[src/rtl/conway_pkg.sv]
// Shared definitions for the Game-of-Life generation datapath: phase encoding
// and default grid/counter sizes used by the scheduler and the array controller.
package conway_pkg;

  localparam int ROWS_DEF  = 4;
  localparam int GEN_W_DEF = 16;

  typedef enum logic [2:0] {
    IDLE  = 3'd0,
    SETUP = 3'd1,
    LOAD  = 3'd2,
    RUN   = 3'd3,
    STORE = 3'd4
  } state_e;

  // Phases in which the scheduler itself owns the cell memory port.
  function automatic logic is_mem_phase(input state_e s);
    return (s == LOAD) || (s == STORE);
  endfunction

endpackage

[src/rtl/conway_mem_arbiter.sv]
// Shares the cell memory between the generation scheduler and the display
// reader: decides when the scheduler must hold back one cycle.
module conway_mem_arbiter
  import conway_pkg::*;
(
  input  logic   clk_i,
  input  logic   rst_ni,
  input  state_e state_i,
  input  logic   disp_req_i,
  output logic   stall_o,
  output logic   disp_grant_o
);

  logic prio_q;
  logic prio_d;
  logic mem_due;

  // SETUP and RUN always advance into a memory phase unless stalled.
  assign mem_due      = (state_i == SETUP) || (state_i == RUN);
  assign stall_o      = mem_due && disp_req_i && prio_q;
  assign disp_grant_o = disp_req_i && !is_mem_phase(state_i);

  // A stall yields once; the next memory phase entered hands priority back.
  always_comb begin
    prio_d = prio_q;
    if (stall_o) begin
      prio_d = 1'b0;
    end else if (mem_due) begin
      prio_d = 1'b1;
    end
  end

  always_ff @(posedge clk_i or negedge rst_ni) begin
    if (!rst_ni) begin
      prio_q <= 1'b0;
    end else begin
      prio_q <= prio_d;
    end
  end

endmodule

[src/rtl/conway_gen_scheduler.sv]
// Steps the row position through SETUP/LOAD/RUN/STORE for one Game-of-Life
// generation, counts completed generations, and yields memory to the display.
module conway_gen_scheduler
  import conway_pkg::*;
#(
  parameter int ROWS  = ROWS_DEF,
  parameter int POS_W = $clog2(ROWS),
  parameter int GEN_W = GEN_W_DEF
) (
  input  logic             clk,
  input  logic             reset,
  input  logic             start,
  input  logic             continuous,
  input  logic             halt,
  input  logic             disp_req,
  output logic             disp_grant,
  output logic             write_array,
  output logic             run,
  output logic             write_mem,
  output logic [POS_W-1:0] pos,
  output logic             busy,
  output logic             gen_done,
  output logic [GEN_W-1:0] generation
);

  state_e             state_q, state_d;
  logic [POS_W-1:0]   pos_q, pos_d;
  logic [GEN_W-1:0]   gen_q, gen_d;
  logic               done_q, done_d;
  logic               halt_q, halt_d;
  logic               stall;
  logic               last_row;
  logic               halt_seen;

  conway_mem_arbiter u_arb (
    .clk_i        (clk),
    .rst_ni       (reset),
    .state_i      (state_q),
    .disp_req_i   (disp_req),
    .stall_o      (stall),
    .disp_grant_o (disp_grant)
  );

  assign last_row  = (pos_q == POS_W'(ROWS - 1));
  // A halt raised in the final STORE still counts as a request for this generation.
  assign halt_seen = halt_q || halt;

  always_comb begin
    state_d = state_q;
    pos_d   = pos_q;
    gen_d   = gen_q;
    done_d  = 1'b0;
    halt_d  = halt_q;
    unique case (state_q)
      IDLE: begin
        if (start) begin
          state_d = SETUP;
          pos_d   = '0;
        end
      end
      SETUP: begin
        if (!stall) state_d = LOAD;
      end
      LOAD: begin
        state_d = RUN;
      end
      RUN: begin
        if (!stall) state_d = STORE;
      end
      STORE: begin
        if (!last_row) begin
          pos_d   = pos_q + 1'b1;
          state_d = SETUP;
        end else begin
          pos_d   = '0;
          gen_d   = gen_q + 1'b1;
          done_d  = 1'b1;
          state_d = (continuous && !halt_seen) ? SETUP : IDLE;
        end
      end
      default: begin
        state_d = IDLE;
      end
    endcase
    if (state_q != IDLE) halt_d = halt_seen;
    if (state_d == IDLE) halt_d = 1'b0;
  end

  always_ff @(posedge clk or negedge reset) begin
    if (!reset) begin
      state_q <= IDLE;
      pos_q   <= '0;
      gen_q   <= '0;
      done_q  <= 1'b0;
      halt_q  <= 1'b0;
    end else begin
      state_q <= state_d;
      pos_q   <= pos_d;
      gen_q   <= gen_d;
      done_q  <= done_d;
      halt_q  <= halt_d;
    end
  end

  assign write_array = (state_q == LOAD);
  assign run         = (state_q == RUN);
  assign write_mem   = (state_q == STORE);
  assign busy        = (state_q != IDLE);
  assign pos         = pos_q;
  assign gen_done    = done_q;
  assign generation  = gen_q;

endmodule
[config.mk]
export PLATFORM = sky130hd
export DESIGN_NAME = conway_gen_scheduler
export DESIGN_NICKNAME = d
export VERILOG_FILES = /design/src/rtl/conway_pkg.sv /design/src/rtl/conway_mem_arbiter.sv /design/src/rtl/conway_gen_scheduler.sv
export SDC_FILE = /design/constraint.sdc
export NUM_CORES = 1
export LEC_CHECK = 0
export ABC_AREA = 1
export CAP_MARGIN = 10
export CORE_MARGIN = 5
export CORE_UTILIZATION = 53
export DETAILED_ROUTE_END_ITERATION = 10
export PLACE_DENSITY = 0.83
export SLEW_MARGIN = 40
export SYNTH_ARGS = -nofsm -noshare
export SYNTH_HDL_FRONTEND = slang
export SYNTH_SLANG_ARGS = --single-unit
export TNS_END_PERCENT = 30
[constraint.sdc]
create_clock -name clk -period 3.8 [get_ports clk]
set_input_delay 0.76 -clock clk [delete_from_list [all_inputs] [get_ports clk]]
set_output_delay 0.76 -clock clk [all_outputs]
set_load 0.05 [all_outputs]
; Word level (Yosys, flattened, before mapping)
; Cells that the tools add are included.
[classes]
addsub = 2
mux = 15
eq_ne = 6
n_reduce_logical = 17
[ops]
columns = op, n
row1 = $add A16 B1 Y16 const B, 1
row2 = $pmux W3 S5, 1
row3 = $mux W3, 3
row4 = $mux W1, 8
row5 = $eq A3 B2 Y1 const B, 2
row6 = $logic_not A3 Y1, 2
row7 = $reduce_bool A2 Y1, 3
row8 = $logic_and A1 B1 Y1, 4
row9 = $mux W2, 2
row10 = $pmux W2 S2, 1
row11 = $reduce_and A2 Y1, 2
row12 = $eq A3 B1 Y1 const B, 1
row13 = $eq A3 B3 Y1 const B, 1
row14 = $logic_or A1 B1 Y1, 3
row15 = $reduce_bool A3 Y1, 1
row16 = $add A2 B1 Y2 const B, 1
row17 = $eq A2 B2 Y1 const B, 1
row18 = $logic_not A1 Y1, 2
row19 = $ne A2 B2 Y1 const B, 1
[word_totals]
out_inout_bits = 24
register_bits = 24
wordCells = 46

; Longest topological paths before layout
[logic_depth]
depth_word = 8
depth_mapped = 8
ltp_nobuf = 8

; Modules after synthesis
; Synthesis repeated with hierarchy kept, for this count alone.
[unflattened]
cells_unflattened = 174
area_unflattened_um2 = 1356.3
[modules_own_cells]
columns = module, n_inst, cells_per_inst, area_per_inst_um2
row1 = conway_gen_scheduler, 1, 160, 1270.0
row2 = conway_mem_arbiter, 1, 14, 86.3

; Least setup slack after synthesis
; No wires, ideal clock.
[synth_path]
path_type = flip-flop to output port
start = register state_q[1]
end = output port disp_grant
arrival_ns = 1.518
path_slack_ns = 1.522
t_required_ns = 3.040
path_stages_with_launch = 6
path_cell_list = dfrtp_1 -> inv_1 -> nor2_1 -> nand2_1 -> inv_1 -> nor2_1
[synth_via]
elab_chain_cells = 4
[synth_lines]
columns = item, line_no
row1 = "start, declared", conway_gen_scheduler.sv:26  ; state_e state_q, state_d;
row2 = "start signal, assigned", conway_gen_scheduler.sv:97  ; state_q <= state_d;
row3 = $eq A3 B2 Y1, --
row4 = named net write_array, conway_gen_scheduler.sv:17  ; output logic write_array,
row5 = $logic_or A1 B1 Y1, conway_pkg.sv:18  ; return (s == LOAD) || (s == STORE);
row6 = $logic_not A1 Y1, conway_mem_arbiter.sv:21  ; assign disp_grant_o = disp_req_i && !is_mem_phase(state_i);
row7 = $logic_and A1 B1 Y1, conway_mem_arbiter.sv:21
row8 = "end, declared", conway_gen_scheduler.sv:16  ; output logic disp_grant,
; The timed path passes the listed nets, and every way through them passes these cells.

; Worst setup path after layout
[layout_path]
start = input port disp_req
end = output port disp_grant
[layout_via]
elab_chain_cells = 1
[layout_lines]
columns = item, line_no
row1 = "start, declared", conway_gen_scheduler.sv:15  ; input logic disp_req,
row2 = $logic_and A1 B1 Y1, conway_mem_arbiter.sv:21
; No other way between the ends.

==> flow_summary.json <==
{
  "cp-startpoint": "disp_req",
  "synth_seq_cells": 24,
  "dr.pass1.iters": 4,
  "async_flop_share": 1.00,
  "cts_tree": "yes",
  "cts_buffer_depth": 2,
  "h-tree-depth": 1,
  "r2r-start": "pos[0]",
  "crit_chain": "clkdlybuf4s50_1 -> nand2_1 -> nor2_1 -> clkdlybuf4s50_1",
  "final_common_cell": "nand2_1",
  "ys.flop_type": "dfrtp_1",
  "dpl.hpwl_mm": 2.25,
  "grt_max_degree": 25,
  "grt_pass1_vias": 1216,
  "dieArea_um2": 3690,
  "seq_power_share": 0.413,
  "syn_nets": 194,
  "die_w_um": 60.7,
  "place_congestion": 0.861,
  "min_path_type": "input port to asynchronous set/reset pin",
  "seq_area_frac_synth": 0.441,
  "final_max_slew_viol_count": 0,
  "setup_viol": 0,
  "finalCritPeriodShare": 0.801,
  "p_int_mw": 0.449,
  "antenna_found_initial": 0,
  "yosysWarnings": 0,
  "crit_required_ns": 3.04,
  "worstPathArrival_ns": 2.28,
  "cts_num_sinks": 24,
  "outcome": "finished, final reports clean",
  "tightest_slew_ns": 0.538,
  "final_nets": 226,
  "path_clk_slew_ns": 0.12,
  "cap_violations": 0,
  "p_leak_nw": 0.748,
  "path_max_fanout": 3,
  "worstSetupEndpoint": "disp_grant",
  "p_clk_frac": 0.134,
  "fin_setup_tns_ns": 0,
  "vias_per_cell": 5.15,
  "wl_mm": 2.98,
  "slowest_stage": "clkdlybuf4s50_1",
  "skew_ns": 0.00258,
  "grt_pass1_wl_mm": 5.19,
  "num_antenna_cells": 0,
  "dp_cells": 243,
  "ir_drop_uv": 512,
  "root_buffer": "clkbuf_4",
  "die_h_um": 60.7,
  "switching_share": 0.445,
  "clk_latency_ns": 0.31,
  "slew_headroom": 0.641,
  "pwr-share-comb": 0.453,
  "ctsResizeCount": 0,
  "drive_above_1_share": 0.0648,
  "io_pins": 30,
  "critical-path-max-stage-delay_ns": 0.83,
  "grt_usage": 0.186,
  "start_kind": "input port",
  "fin_crit_ns": 3.04,
  "grt_overflow": 0,
  "path_class": "input port to output port",
  "cts-buffers-inserted": 3,
  "portBuffers": 29,
  "post-cts-setup-buffers": 0,
  "area_delta_synth_final_pct": 23.8,
  "layoutNonFillerInstCount": 246,
  "endpoint_kind": "output port",
  "synth_edf_count": 0,
  "fin_area_um2": 1690,
  "syn_area_per_cell_um2": 7.33,
  "postRouteAntennaNets": 0,
  "timing.hold.ws_ns": 0.413,
  "crit_top_cell": "clkdlybuf4s50_1",
  "cts_hold_buf": 0,
  "most-common-layout-cells": "nand2_1, clkdlybuf4s50_1, dfrtp_1",
  "reg2reg_slack_ns": 2.20,
  "via_count": 1266,
  "r2r_end": "generation[4]",
  "initial_core_util": 0.550,
  "coreArea_um2": 2480,
  "r2r_cells": 6,
  "hold_viol": 0,
  "rows": 18,
  "synth_cells": 186,
  "dr.first_iter.drc_count": 60,
  "p_switching_mw": 0.361,
  "ys_types": 21,
  "fmax_ghz": 0.328,
  "route.detailed.drc": 0,
  "rsz0062_at_grt": "false",
  "synth_area_um2": 1360,
  "power_mw": 0.810,
  "wire_per_inst_um": 12.1,
  "powerDensity_nw_per_um2": 480,
  "placed_area_um2": 1660
}
[worst min-delay path by stage]
stage,startpoint,end,slack [ns],cells past startpoint
global route,reset,generation[6],0.45,1
global placement,u_arb.prio_q,u_arb.prio_q,0.49,2
detailed placement,u_arb.prio_q,u_arb.prio_q,0.51,2
finish,reset,generation[12],0.41,1
CTS,reset,generation[5],0.43,1
floorplan,reset,gen_done,0.46,0
[metal layers]
metal  global-route usage  vias up  routed length, µm  part of all wire
li1                     -      641                  -                 -
met5                    0        -                  0                 0
met1                0.228      579               1300              0.44
met4               0.0836        0                 69             0.023
met3               0.0340       10                129             0.043
met2                0.318       36               1480              0.50
[through the flow]
stage,setup WS [ns],util
floorplan,1.52,-
global placement,0.831,0.674
detailed placement,0.761,0.672
CTS,0.755,0.681
global route,0.699,0.681
finish,0.755,0.681
[power by group through the flow]
stage          clock, mW  sequential (mW)  combinational, mW
2_1_floorplan          0            0.361              0.227
3_3_place_gp           0            0.332              0.356
3_5_place_dp           0            0.336              0.367
4_1_cts            0.113            0.332              0.367
5_1_grt            0.121            0.338              0.408
6_report           0.109            0.334              0.367
[synthesized netlist by cell type, types with 2 or more instances]
library cell  number  area, µm²
nand2_1           70        263
dfrtp_1           24        601
nor2_1            23       86.3
inv_1             22       82.6
o21ai_0            8       40.0
nand3_1            6       30.0
nand4_1            5       31.3
xor2_1             5       43.8
nand2_2            4       25.0
nor2_2             3       18.8
xnor2_1            3       26.3
ha_1               2       25.0
nor2_4             2       22.5
o21ai_1            2       10.0
[cells by family after synthesis]
group	share of synthesized area
simple gates	0.354
compound gates	0.0588
fa+ha+maj	0.0184
buf+inv	0.0762
flops	0.441
xor+xnor	0.0514
[area by class of cell]
type / instances / area, µm²
clock buffer: 3 / 22.5
fill: 210 / 791
inverter: 22 / 82.6
multi-input combinational: 138 / 658
sequential: 24 / 601
tap: 30 / 37.5
timing repair buffer: 29 / 285
[registers in the layout, summed over array words and instances (netlist names)]
signal,cells
state_q,3
u_arb.prio_q,1
pos,2
gen_done,1
generation,16
halt_q,1
[critical path, delay by kind of cell]
| kind | cells | cell delay (ns) |
|---|---|---|
| and+or+nand+nor | 2 | 0.18 |
| buffers and inverters | 2 | 1.33 |
(Power assumes the default switching activity.)
